## src/rtl/noc_inject_arbiter_pkg.sv

```systemverilog
// rtl/noc_inject_arbiter_pkg.sv - shared flit types and injection-arbiter constants
package noc_inject_arbiter_pkg;

  localparam int FLIT_DATA_SIZE   = 32;
  localparam int VC_NUM           = 2;
  localparam int VC_ID_W          = (VC_NUM > 1) ? $clog2(VC_NUM) : 1;
  localparam int DEST_ADDR_SIZE_X = 2;
  localparam int DEST_ADDR_SIZE_Y = 2;
  localparam int INJ_ARB_N_REQ    = 4;
  localparam int INJ_ARB_STAT_W   = 16;

  typedef enum logic [1:0] {
    HEAD     = 2'b00,
    BODY     = 2'b01,
    TAIL     = 2'b10,
    HEADTAIL = 2'b11
  } flit_label_t;

  typedef struct packed {
    flit_label_t                flit_label;
    logic [VC_ID_W-1:0]         vc_id;
    logic [FLIT_DATA_SIZE-1:0]  data;
  } flit_t;

  localparam flit_t IDLE_FLIT = '{flit_label: HEADTAIL, vc_id: '0, data: '0};

endpackage

```

## src/rtl/noc_inject_arbiter_if.sv

```systemverilog
// rtl/noc_inject_arbiter_if.sv - requester and router-side bundle of the injection arbiter
interface noc_inject_arbiter_if #(
  parameter int N_REQ = noc_inject_arbiter_pkg::INJ_ARB_N_REQ,
  parameter int PTR_W = $clog2(N_REQ)
) ();
  import noc_inject_arbiter_pkg::*;

  logic [N_REQ-1:0]                req_valid;
  logic [2*N_REQ-1:0]              req_label;
  logic [N_REQ*FLIT_DATA_SIZE-1:0] req_data;
  logic [N_REQ-1:0]                req_ready;
  logic [VC_NUM-1:0]               router_is_on_off_out;
  logic [VC_NUM-1:0]               router_is_allocatable_out;
  flit_t                           router_data_in;
  logic                            router_valid_in;
  logic                            grant_vld;
  logic [PTR_W-1:0]                grant_idx;
  logic                            proto_err;

  modport master (
    output req_valid, req_label, req_data, router_is_on_off_out, router_is_allocatable_out,
    input  req_ready, router_data_in, router_valid_in, grant_vld, grant_idx, proto_err
  );

  modport slave (
    input  req_valid, req_label, req_data, router_is_on_off_out, router_is_allocatable_out,
    output req_ready, router_data_in, router_valid_in, grant_vld, grant_idx, proto_err
  );

endinterface

```

## src/rtl/noc_inject_arbiter_rr_pick_first.sv

```systemverilog
// rtl/noc_inject_arbiter_rr_pick_first.sv - first set request bit at or after ptr, wrapping
module rr_pick_first #(
  parameter int N     = 4,
  parameter int PTR_W = $clog2(N)
) (
  input  logic [N-1:0]     req_i,
  input  logic [PTR_W-1:0] ptr_i,
  output logic             vld_o,
  output logic [PTR_W-1:0] idx_o
);

  always_comb begin
    int j;
    vld_o = 1'b0;
    idx_o = '0;
    j     = 0;
    // Walk offsets from farthest to nearest so the nearest hit is the one left standing.
    for (int k = N - 1; k >= 0; k--) begin
      j = int'(ptr_i) + k;
      if (j >= N) j = j - N;
      if (req_i[j]) begin
        vld_o = 1'b1;
        idx_o = PTR_W'(j);
      end
    end
  end

endmodule

```

## src/rtl/noc_inject_arbiter.sv

```systemverilog
// rtl/noc_inject_arbiter.sv - packet-locking round-robin arbiter onto one router injection port
// Optional per-requester packet counters when INJ_ARB_STATS_EN is defined.
module noc_inject_arbiter
  import noc_inject_arbiter_pkg::*;
#(
  parameter int N_REQ = INJ_ARB_N_REQ
) (
  input  logic                 clk_router,
  input  logic                 rst_router,
  noc_inject_arbiter_if.slave  bus
`ifdef INJ_ARB_STATS_EN
  ,
  input  logic                          stat_clr,
  output logic [N_REQ*INJ_ARB_STAT_W-1:0] stat_pkt_cnt
`endif
);

  localparam int PTR_W = $clog2(N_REQ);

  typedef enum logic {ST_IDLE, ST_LOCKED} state_t;

  state_t               state_q, state_d;
  logic [PTR_W-1:0]     rr_ptr_q, rr_ptr_d;
  logic [PTR_W-1:0]     grant_idx_q, grant_idx_d;
  logic [VC_ID_W-1:0]   vc_lock_q, vc_lock_d;
  flit_t                out_q, out_d;
  logic                 out_vld_q, out_vld_d;

  flit_label_t               lbl [N_REQ];
  logic [FLIT_DATA_SIZE-1:0] dat [N_REQ];
  logic [N_REQ-1:0]          head_cand, body_off, ready;
  logic                      pick_vld;
  logic [PTR_W-1:0]          pick_idx;
  logic                      vc_avail;
  logic [VC_ID_W-1:0]        vc_pick;

  function automatic logic [PTR_W-1:0] next_ptr(input logic [PTR_W-1:0] idx);
    return (idx == PTR_W'(N_REQ - 1)) ? '0 : idx + 1'b1;
  endfunction

  for (genvar g = 0; g < N_REQ; g++) begin : g_unpack
    assign lbl[g]       = flit_label_t'(bus.req_label[2*g +: 2]);
    assign dat[g]       = bus.req_data[FLIT_DATA_SIZE*g +: FLIT_DATA_SIZE];
    assign head_cand[g] = bus.req_valid[g] && (lbl[g] == HEAD || lbl[g] == HEADTAIL);
    assign body_off[g]  = bus.req_valid[g] && (lbl[g] == BODY || lbl[g] == TAIL);
  end

  rr_pick_first #(.N(N_REQ), .PTR_W(PTR_W)) u_pick (
    .req_i (head_cand),
    .ptr_i (rr_ptr_q),
    .vld_o (pick_vld),
    .idx_o (pick_idx)
  );

  always_comb begin
    vc_avail = 1'b0;
    vc_pick  = '0;
    for (int v = VC_NUM - 1; v >= 0; v--) begin
      if (bus.router_is_on_off_out[v] && bus.router_is_allocatable_out[v]) begin
        vc_avail = 1'b1;
        vc_pick  = VC_ID_W'(v);
      end
    end
  end

  always_comb begin
    state_d     = state_q;
    rr_ptr_d    = rr_ptr_q;
    grant_idx_d = grant_idx_q;
    vc_lock_d   = vc_lock_q;
    ready       = '0;
    out_vld_d   = 1'b0;
    out_d       = IDLE_FLIT;
    case (state_q)
      ST_IDLE: begin
        if (pick_vld && vc_avail) begin
          ready[pick_idx]  = 1'b1;
          out_vld_d        = 1'b1;
          out_d.flit_label = lbl[pick_idx];
          out_d.vc_id      = vc_pick;
          out_d.data       = dat[pick_idx];
          if (lbl[pick_idx] == HEAD) begin
            state_d     = ST_LOCKED;
            grant_idx_d = pick_idx;
            vc_lock_d   = vc_pick;
          end else begin
            rr_ptr_d = next_ptr(pick_idx);
          end
        end
      end
      ST_LOCKED: begin
        // VC stays pinned for the packet; a credit drop only stalls.
        if (bus.req_valid[grant_idx_q] && bus.router_is_on_off_out[vc_lock_q]) begin
          ready[grant_idx_q] = 1'b1;
          out_vld_d          = 1'b1;
          out_d.flit_label   = lbl[grant_idx_q];
          out_d.vc_id        = vc_lock_q;
          out_d.data         = dat[grant_idx_q];
          if (lbl[grant_idx_q] == TAIL) begin
            state_d  = ST_IDLE;
            rr_ptr_d = next_ptr(grant_idx_q);
          end
        end
      end
      default: state_d = ST_IDLE;
    endcase
  end

  always_ff @(posedge clk_router or posedge rst_router) begin
    if (rst_router) begin
      state_q     <= ST_IDLE;
      rr_ptr_q    <= '0;
      grant_idx_q <= '0;
      vc_lock_q   <= '0;
      out_q       <= IDLE_FLIT;
      out_vld_q   <= 1'b0;
    end else begin
      state_q     <= state_d;
      rr_ptr_q    <= rr_ptr_d;
      grant_idx_q <= grant_idx_d;
      vc_lock_q   <= vc_lock_d;
      out_q       <= out_d;
      out_vld_q   <= out_vld_d;
    end
  end

  assign bus.req_ready       = rst_router ? '0 : ready;
  assign bus.router_data_in  = out_q;
  assign bus.router_valid_in = out_vld_q;
  assign bus.grant_vld       = (state_q == ST_LOCKED);
  assign bus.grant_idx       = grant_idx_q;
  assign bus.proto_err       = !rst_router && (state_q == ST_IDLE) && (|body_off);

`ifdef INJ_ARB_STATS_EN
  for (genvar g = 0; g < N_REQ; g++) begin : g_stat
    logic                      inc;
    logic [INJ_ARB_STAT_W-1:0] cnt_q;
    assign inc = ready[g] && (lbl[g] == TAIL || lbl[g] == HEADTAIL);
    always_ff @(posedge clk_router or posedge rst_router) begin
      if (rst_router)                              cnt_q <= '0;
      else if (stat_clr)                           cnt_q <= '0;
      else if (inc && cnt_q != {INJ_ARB_STAT_W{1'b1}}) cnt_q <= cnt_q + 1'b1;
    end
    assign stat_pkt_cnt[INJ_ARB_STAT_W*g +: INJ_ARB_STAT_W] = cnt_q;
  end
`endif

endmodule

```

## src/flat_wrapper.sv

```systemverilog
// flat-port wrapper written by rule: the top's interface ports become plain ports
module noc_inject_arbiter_flat import noc_inject_arbiter_pkg::*;
#(
  parameter int N_REQ = INJ_ARB_N_REQ
)
  (clk_router, rst_router, bus_req_valid, bus_req_label, bus_req_data, bus_router_is_on_off_out, bus_router_is_allocatable_out, bus_req_ready, bus_router_data_in, bus_router_valid_in, bus_grant_vld, bus_grant_idx, bus_proto_err);
  noc_inject_arbiter_if #(.N_REQ(N_REQ)) bus_i ();
  input  logic clk_router;
  input  logic rst_router;
  input wire logic [$bits(bus_i.req_valid)-1:0] bus_req_valid;
  input wire logic [$bits(bus_i.req_label)-1:0] bus_req_label;
  input wire logic [$bits(bus_i.req_data)-1:0] bus_req_data;
  input wire logic [$bits(bus_i.router_is_on_off_out)-1:0] bus_router_is_on_off_out;
  input wire logic [$bits(bus_i.router_is_allocatable_out)-1:0] bus_router_is_allocatable_out;
  output wire logic [$bits(bus_i.req_ready)-1:0] bus_req_ready;
  output wire logic [$bits(bus_i.router_data_in)-1:0] bus_router_data_in;
  output wire logic [$bits(bus_i.router_valid_in)-1:0] bus_router_valid_in;
  output wire logic [$bits(bus_i.grant_vld)-1:0] bus_grant_vld;
  output wire logic [$bits(bus_i.grant_idx)-1:0] bus_grant_idx;
  output wire logic [$bits(bus_i.proto_err)-1:0] bus_proto_err;
  assign bus_i.req_valid = bus_req_valid;
  assign bus_i.req_label = bus_req_label;
  assign bus_i.req_data = bus_req_data;
  assign bus_i.router_is_on_off_out = bus_router_is_on_off_out;
  assign bus_i.router_is_allocatable_out = bus_router_is_allocatable_out;
  assign bus_req_ready = bus_i.req_ready;
  assign bus_router_data_in = bus_i.router_data_in;
  assign bus_router_valid_in = bus_i.router_valid_in;
  assign bus_grant_vld = bus_i.grant_vld;
  assign bus_grant_idx = bus_i.grant_idx;
  assign bus_proto_err = bus_i.proto_err;
  noc_inject_arbiter #(.N_REQ(N_REQ)) u_core (.clk_router(clk_router), .rst_router(rst_router), .bus(bus_i));
endmodule
```

## config.mk

```make
export PLATFORM = sky130hd
export DESIGN_NAME = noc_inject_arbiter_flat
export DESIGN_NICKNAME = d
export VERILOG_FILES = /design/src/rtl/noc_inject_arbiter_pkg.sv /design/src/rtl/noc_inject_arbiter_if.sv /design/src/rtl/noc_inject_arbiter_rr_pick_first.sv /design/src/rtl/noc_inject_arbiter.sv /design/src/flat_wrapper.sv
export SDC_FILE = /design/constraint.sdc
export NUM_CORES = 1
export LEC_CHECK = 0
export CAP_MARGIN = 30
export CORE_UTILIZATION = 42
export CTS_BUF_LIST = sky130_fd_sc_hd__clkbuf_8
export DETAILED_ROUTE_END_ITERATION = 8
export GPL_TIMING_DRIVEN = 0
export PLACE_DENSITY = 0.87
export SYNTH_ARGS = -nofsm -noshare
export SYNTH_HDL_FRONTEND = slang
export SYNTH_SLANG_ARGS = --single-unit
```

## constraint.sdc

```tcl
create_clock -name clk_router -period 2.68 [get_ports clk_router]
set_clock_uncertainty 0.1 [all_clocks]
set_input_delay 0.268 -clock clk_router [delete_from_list [all_inputs] [get_ports clk_router]]
set_output_delay 0.268 -clock clk_router [all_outputs]
set_load 0.02 [all_outputs]
```

* After elaboration in Yosys (flattened, before gate mapping)
Cells that the tools add are included.
** Operators by class
- Eq/ne operators :: 19
- Reductions and logical operators :: 33
- Bitwise logic cells :: 3
- $add $sub $neg :: 9
- Order comparisons :: 15
- Mux-type cells :: 69
** Operators with widths (count)
- 32-bit 2-to-1 mux :: 8
- 32-bit binary-select mux with 2-bit select :: 2
- 32-bit by 4-bit < comparator with 1-bit output, second input constant :: 4
- 35-bit 2-to-1 mux :: 2
- 35-bit case mux with 2 select lines :: 1
- 32-bit by 4-bit >= comparator with 1-bit output, second input constant :: 1
- 32-bit by 4-bit subtractor with 32-bit output, second input constant :: 1
- 2-bit 2-to-1 mux :: 14
- 1-bit 2-to-1 mux :: 26
- 2-bit == test, second input constant :: 11
- 1-bit logical AND :: 16
- 3-bit >= comparator, second input constant :: 4
- 4-bit 2-to-1 mux :: 3
- 1-bit binary-select mux with 2-bit select :: 5
- 2-bit logical NOT :: 5
- 2-bit binary-select mux with 2-bit select :: 2
- 2-bit by 1-bit == test with 1-bit output, second input constant :: 4
- 1-bit logical OR :: 8
- 4-bit case mux with 2 select lines :: 1
- 3-bit by 3-bit subtractor with 4-bit output, second input constant :: 2
- 2-bit by 2-bit adder with 3-bit output, second input constant :: 2
- 2-bit by 3-bit < comparator with 1-bit output, second input constant :: 2
- 2-bit inequality test, second input constant :: 3
- 2-bit inverter with 3-bit output :: 2
- other kinds (15) :: 19
** Storage, ports and cells
- Word-level logic and storage cells :: 156
- Output and inout port bits :: 44
- Flip-flop bits (word level) :: 42

* Logic depth before layout (Yosys ltp)
Gate-level depths: netlist of run 1.
- Depth in word-level cells :: 18
- Depth in mapped cells :: 9
- Depth with buffers taken out :: 8

* Modules after synthesis
A second synthesis of run 1 with hierarchy kept.
** Second synthesis, totals
- Cell total of the unflattened synthesis :: 246
- Area total of the unflattened synthesis :: 3574.7 sq um
** By module, submodules not included
- noc_inject_arbiter :: instances 1, cells each 233, area each 3497.1 sq um
- rr_pick_first :: instances 1, cells each 13, area each 77.6 sq um

* Least setup slack after synthesis of run 1
OpenSTA, ideal clock, no wires.
- Kind :: reg-to-reg
- Start point :: reg u_core.grant_idx_q[0] (netlist: u_core.bus.grant_idx[0])
- End point :: reg u_core.rr_ptr_q[0]
- Arrival :: 2.332 ns
- Path buffers :: 2
- Library setup time :: 0.079 ns
- Slack :: 0.169 ns
- Stages on the path, launching flop included :: 8
- Cells stage by stage :: dfrtp_1 -> buf_2 -> mux4_2 -> nor2b_1 -> and2_1 -> clkbuf_1 -> a211oi_1 -> mux2i_1
** On the way
- Longest elaborated chain between the ends :: 7
- Elaborated cells between the ends (all ways) :: 17
- Classes of those cells :: 1 x add/sub; 4 x eq/ne; 9 x mux; 1 x bitwise; 2 x reduce/logical
** Ends and longest elaborated chain
- start: declaration :: line noc_inject_arbiter.sv:24 : logic [PTR_W-1:0] grant_idx_q, grant_idx_d;
- start signal: assignment :: line noc_inject_arbiter.sv:120 : grant_idx_q <= grant_idx_d;
- 2-bit inverter with 3-bit output (implied by the code) :: line noc_inject_arbiter.sv:99 : if (lbl[grant_idx_q] == TAIL) begin
- 2-bit binary-select mux with 2-bit select :: line noc_inject_arbiter.sv:99
- 2-bit 2-to-1 mux (implied by the code) (2 in a row) :: line noc_inject_arbiter.sv:99
- 2-bit == test :: line noc_inject_arbiter.sv:99
- 2-bit inequality test (no line)
- 4-bit AND reduction (no line)
- end signal: assignment :: line noc_inject_arbiter.sv:119 : rr_ptr_q <= rr_ptr_d;
- end: declaration :: line noc_inject_arbiter.sv:23 : logic [PTR_W-1:0] rr_ptr_q, rr_ptr_d;
Parallel ways exist; a longest one is shown, timed or not. The select of a mux whose other input is x is not followed.
A chain may end at the register's enable or synchronous reset.

* Final worst setup path of run 1
- Start point :: in bus_req_label[2]
- End point :: out bus_req_ready[2]
** On the way
- Longest elaborated chain between the ends :: 17
- Elaborated cells between the ends (all ways) :: 33
- Classes of those cells :: 2 x order compare; 1 x eq/ne; 25 x mux; 5 x reduce/logical
** Ends and longest elaborated chain
- start: declaration :: line flat_wrapper.sv:11 : input wire logic [$bits(bus_i.req_label)-1:0] bus_req_label;
- 2-bit == test / 2-bit logical NOT (equally long branches) :: line noc_inject_arbiter.sv:44 : assign head_cand[g] = bus.req_valid[g] && (lbl[g] == HEAD || lbl[g] == HEADTAIL);
- 1-bit logical OR (*) :: line noc_inject_arbiter.sv:44
- 1-bit logical AND (*) :: line noc_inject_arbiter.sv:44
- 1-bit binary-select mux with 2-bit select :: line noc_inject_arbiter_rr_pick_first.sv:21 : if (req_i[j]) begin
- 1-bit 2-to-1 mux (implied by the code) (2 in a row) :: line noc_inject_arbiter_rr_pick_first.sv:21
- 2-bit 2-to-1 mux (4 in a row) :: line noc_inject_arbiter_rr_pick_first.sv:21
- 2-bit by 3-bit < comparator with 1-bit output (implied by the code) / 2-bit by 1-bit >= comparator with 1-bit output (equally long branches) :: line noc_inject_arbiter.sv:77 : ready[pick_idx] = 1'b1;
- 1-bit logical AND (implied by the code) :: line noc_inject_arbiter.sv:77
- 1-bit 2-to-1 mux (implied by the code) :: line noc_inject_arbiter.sv:77
- 1-bit demux with 2-bit select
- 4-bit 2-to-1 mux (*) :: line noc_inject_arbiter.sv:76 : if (pick_vld && vc_avail) begin
- 4-bit case mux with 2 select lines (*) :: line noc_inject_arbiter.sv:74 : case (state_q)
- 4-bit 2-to-1 mux (*) :: line noc_inject_arbiter.sv:127 : assign bus.req_ready = rst_router ? '0 : ready;
- end: declaration :: line flat_wrapper.sv:15 : output wire logic [$bits(bus_i.req_ready)-1:0] bus_req_ready;
Every way passes the cells marked *; elsewhere a longest branch is shown, timed or not. The select of a mux whose other input is x is not followed.

==> flow_metrics.py, run 1 <==
metrics = {
    "status": {
        "status": "finished, final reports clean",
    },
    "place": {
        "hpwlAfterDp_um": 10000,
        "numPortBuffers": 189,
        "gp_congestion": 0.839,
        "dp_slack_ps": -1250,
        "placed_cell_area_um2": 5860,
    },
    "synth": {
        "synth.yosys.seq_area_share": 0.276,
        "synth_flop_cell": "dfrtp_1",
        "synthTopCellsByArea": "dfrtp_1, mux4_2, mux2i_1, a32o_1, nand2_1",
        "synth_edf_count": 0,
        "async_reset_ff_frac": 1.00,
        "yosysUniqueCellTypes": 38,
        "ys_seq_elements": 42,
        "syn_nets": 507,
        "ys_warn_count": 0,
        "synth_top_area_frac": 0.263,
        "syn_inst": 353,
        "syn_area_um2": 3810,
        "netlist.top_cell.by_area": "dfrtp_1",
        "avgSynthCellArea_um2": 10.8,
    },
    "power_and_ir_drop": {
        "pwr_density_cell_nw_per_um2": 778,
        "power_mw": 4.85,
        "irDropWorstVdd_v": 0.000311,
        "p_leak_nw": 2.56,
    },
    "sta": {
        "setup_slack_ps": 43.2,
        "slew_viol_final": 0,
        "fmax_ghz": 0.379,
        "hold_viol_final": 0,
        "max_slew.worst_pin.slew_ps": 854,
        "relSlewSlack": 0.431,
        "whs_ps": 265,
        "min_period_ps": 2640,
        "fin_crit_sh": 0.984,
        "setup_viol": 0,
    },
    "clock_tree": {
        "cts_buffers": 5,
        "cts.sinks": 42,
        "hold_buffers": 0,
        "insertion_delay_ps": 290,
        "clk_pin_slew_ps": 90,
        "h-tree-depth": 2,
        "tritoncts": "done",
        "clock-root-buffer": "clkbuf_8",
        "cts_buffer_depth": 2,
    },
    "drt": {
        "ant_nets": 0,
        "wl_um": 13900,
        "wl_per_cell_um": 20.5,
        "num_vias": 4033,
        "drtIter0Drc": 187,
        "firstDrtPassIters": 4,
        "via_per_inst": 5.95,
        "drc": 0,
    },
    "layout": {
        "mostFrequentLayoutCells": "clkdlybuf4s50_1, mux2i_1, nand2_1",
        "finalInstanceArea_um2": 6240,
        "synthToLayoutAreaGrowth_pct": 63.7,
        "final_common_cell": "clkdlybuf4s50_1",
        "nets": 723,
        "drive_gt1_frac": 0.186,
        "antenna_cells": 0,
    },
    "global_route": {
        "grt_pass1_vias": 4403,
        "grt_usage": 0.285,
        "overflow": 0,
        "grt_max_degree": 32,
        "antenna_found_initial": 0,
        "grt_first_pass_wirelength_um": 21400,
    },
    "floorplan": {
        "start_util": 0.435,
        "die_area_um2": 9460,
        "dieWidth_um": 97.3,
        "io_pins": 190,
        "core_area_um2": 8760,
        "die_h_um": 97.3,
        "fp-row-count": 34,
    },
    "flow_run": {
        "drv_cap": 0,
    },
    "critical_path": {
        "startpoint_type": "input pin",
        "cp.required_ps": 2310,
        "rrSetupSlack_ps": 100,
        "crit_type": "input pin to primary output",
        "worstPathMaxFanout": 10,
        "end_kind": "primary output",
        "critical_path_arrival_ps": 2270,
    },
    "min_path": {
        "hold_class": "input pin to async pin",
    },
}
==> synthesized netlist by cell type, types with 4 or more instances <==
library cell  number
mux4_2            35
buf_1              5
a22oi_1            4
buf_6              4
inv_1             10
clkbuf_1          16
dfrtp_1           40
a32o_1            32
nor2_1             9
nand2_1           73
mux2i_1           73
ha_1               8
==> what timing repair did <==
action,CTS,global route
endpoints found under the setup margin,43,6
pin swaps,11,10
buffers inserted,14,6
resized for setup,62,21
hold endpoints to repair,0,0
==> per-stage QoR <==
step                TNS, ps  instances  utilization
floorplan                 0        353            -
global placement     -19590        650        0.666
detailed placement   -22320        651        0.669
CTS                       0        672        0.705
global route          -49.9        678        0.712
finish                    0        678        0.712
==> routing by layer <==
metal | wire length, um | vias up | track usage
li1 | - | 1797 | -
met1 | 5240 | 1997 | 0.314
met2 | 7420 | 209 | 0.526
met3 | 934 | 30 | 0.0619
met4 | 289 | 0 | 0.120
met5 | 0 | - | 0
==> layout make-up <==
type	instances	area, um2
Buffer	28	191
Multi-Input combinational cell	271	2690
Clock buffer	6	82.6
Clock inverter	2	7.51
Timing Repair Buffer	210	2030
Sequential cell	42	1050
Tap cell	108	135
Fill cell	648	2520
Inverter	11	48.8
==> registers in the layout, summed over array words and instances, names as in the netlist <==
| signal | flops |
|---|---|
| u_core.bus.router_data_in | 35 |
| u_core.bus.grant_idx | 2 |
| u_core.rr_ptr_q | 2 |
| u_core.bus.grant_vld | 1 |
| u_core.bus.router_valid_in | 1 |
| u_core.vc_lock_q | 1 |
==> critical path, cell delays in order <==
cell             delay, ps
clkdlybuf4s15_1        260
xor2_2                 240
buf_4                  180
o2111a_1               300
a211oi_4               370
clkbuf_4               300
a22oi_1                 90
nor2_1                  90
buf_2                  160
==> cell families after synthesis <==
kind of cell,share of synthesized area
multiplexers,0.398
AND/OR/NAND/NOR,0.0991
AO/OA/AOI/OAI,0.139
flip-flops,0.276
buffers and inverters,0.0492
adder cells (fa/ha/maj),0.0263
XOR/XNOR,0.0115
==> worst paths after layout <==
kind,to,depth (start not counted),start
max reg2reg,u_core.rr_ptr_q[0]$_DFFE_PP0P_,9,u_core.rr_ptr_q[1]$_DFFE_PP0P_
min reg2reg,u_core.bus.router_data_in[32]$_DFF_PP0_,2,u_core.vc_lock_q$_DFFE_PP0P_
max in group asynchronous,u_core.bus.router_data_in[34]$_DFF_PP1_,3,rst_router
min,u_core.bus.router_data_in[23]$_DFF_PP0_,2,rst_router
max,bus_req_ready[2],9,bus_req_label[2]
min in group clk_router,u_core.bus.router_data_in[33]$_DFF_PP1_,4,bus_req_label[4]
==> power by group <==
part           switching (mW)  internal [mW]  leakage, nW
clock                   0.228          0.203       0.0538
sequential              0.103          0.880        0.547
combinational            1.70           1.74         1.96
Note: power is estimated with default switching activity, not from simulation.
==> inputs of run 2 (changes only) <==
SLEW_MARGIN = 0   (was default)
==> results of run 2 <==
Final layout, timing and power as in run 1 (identical DEF).
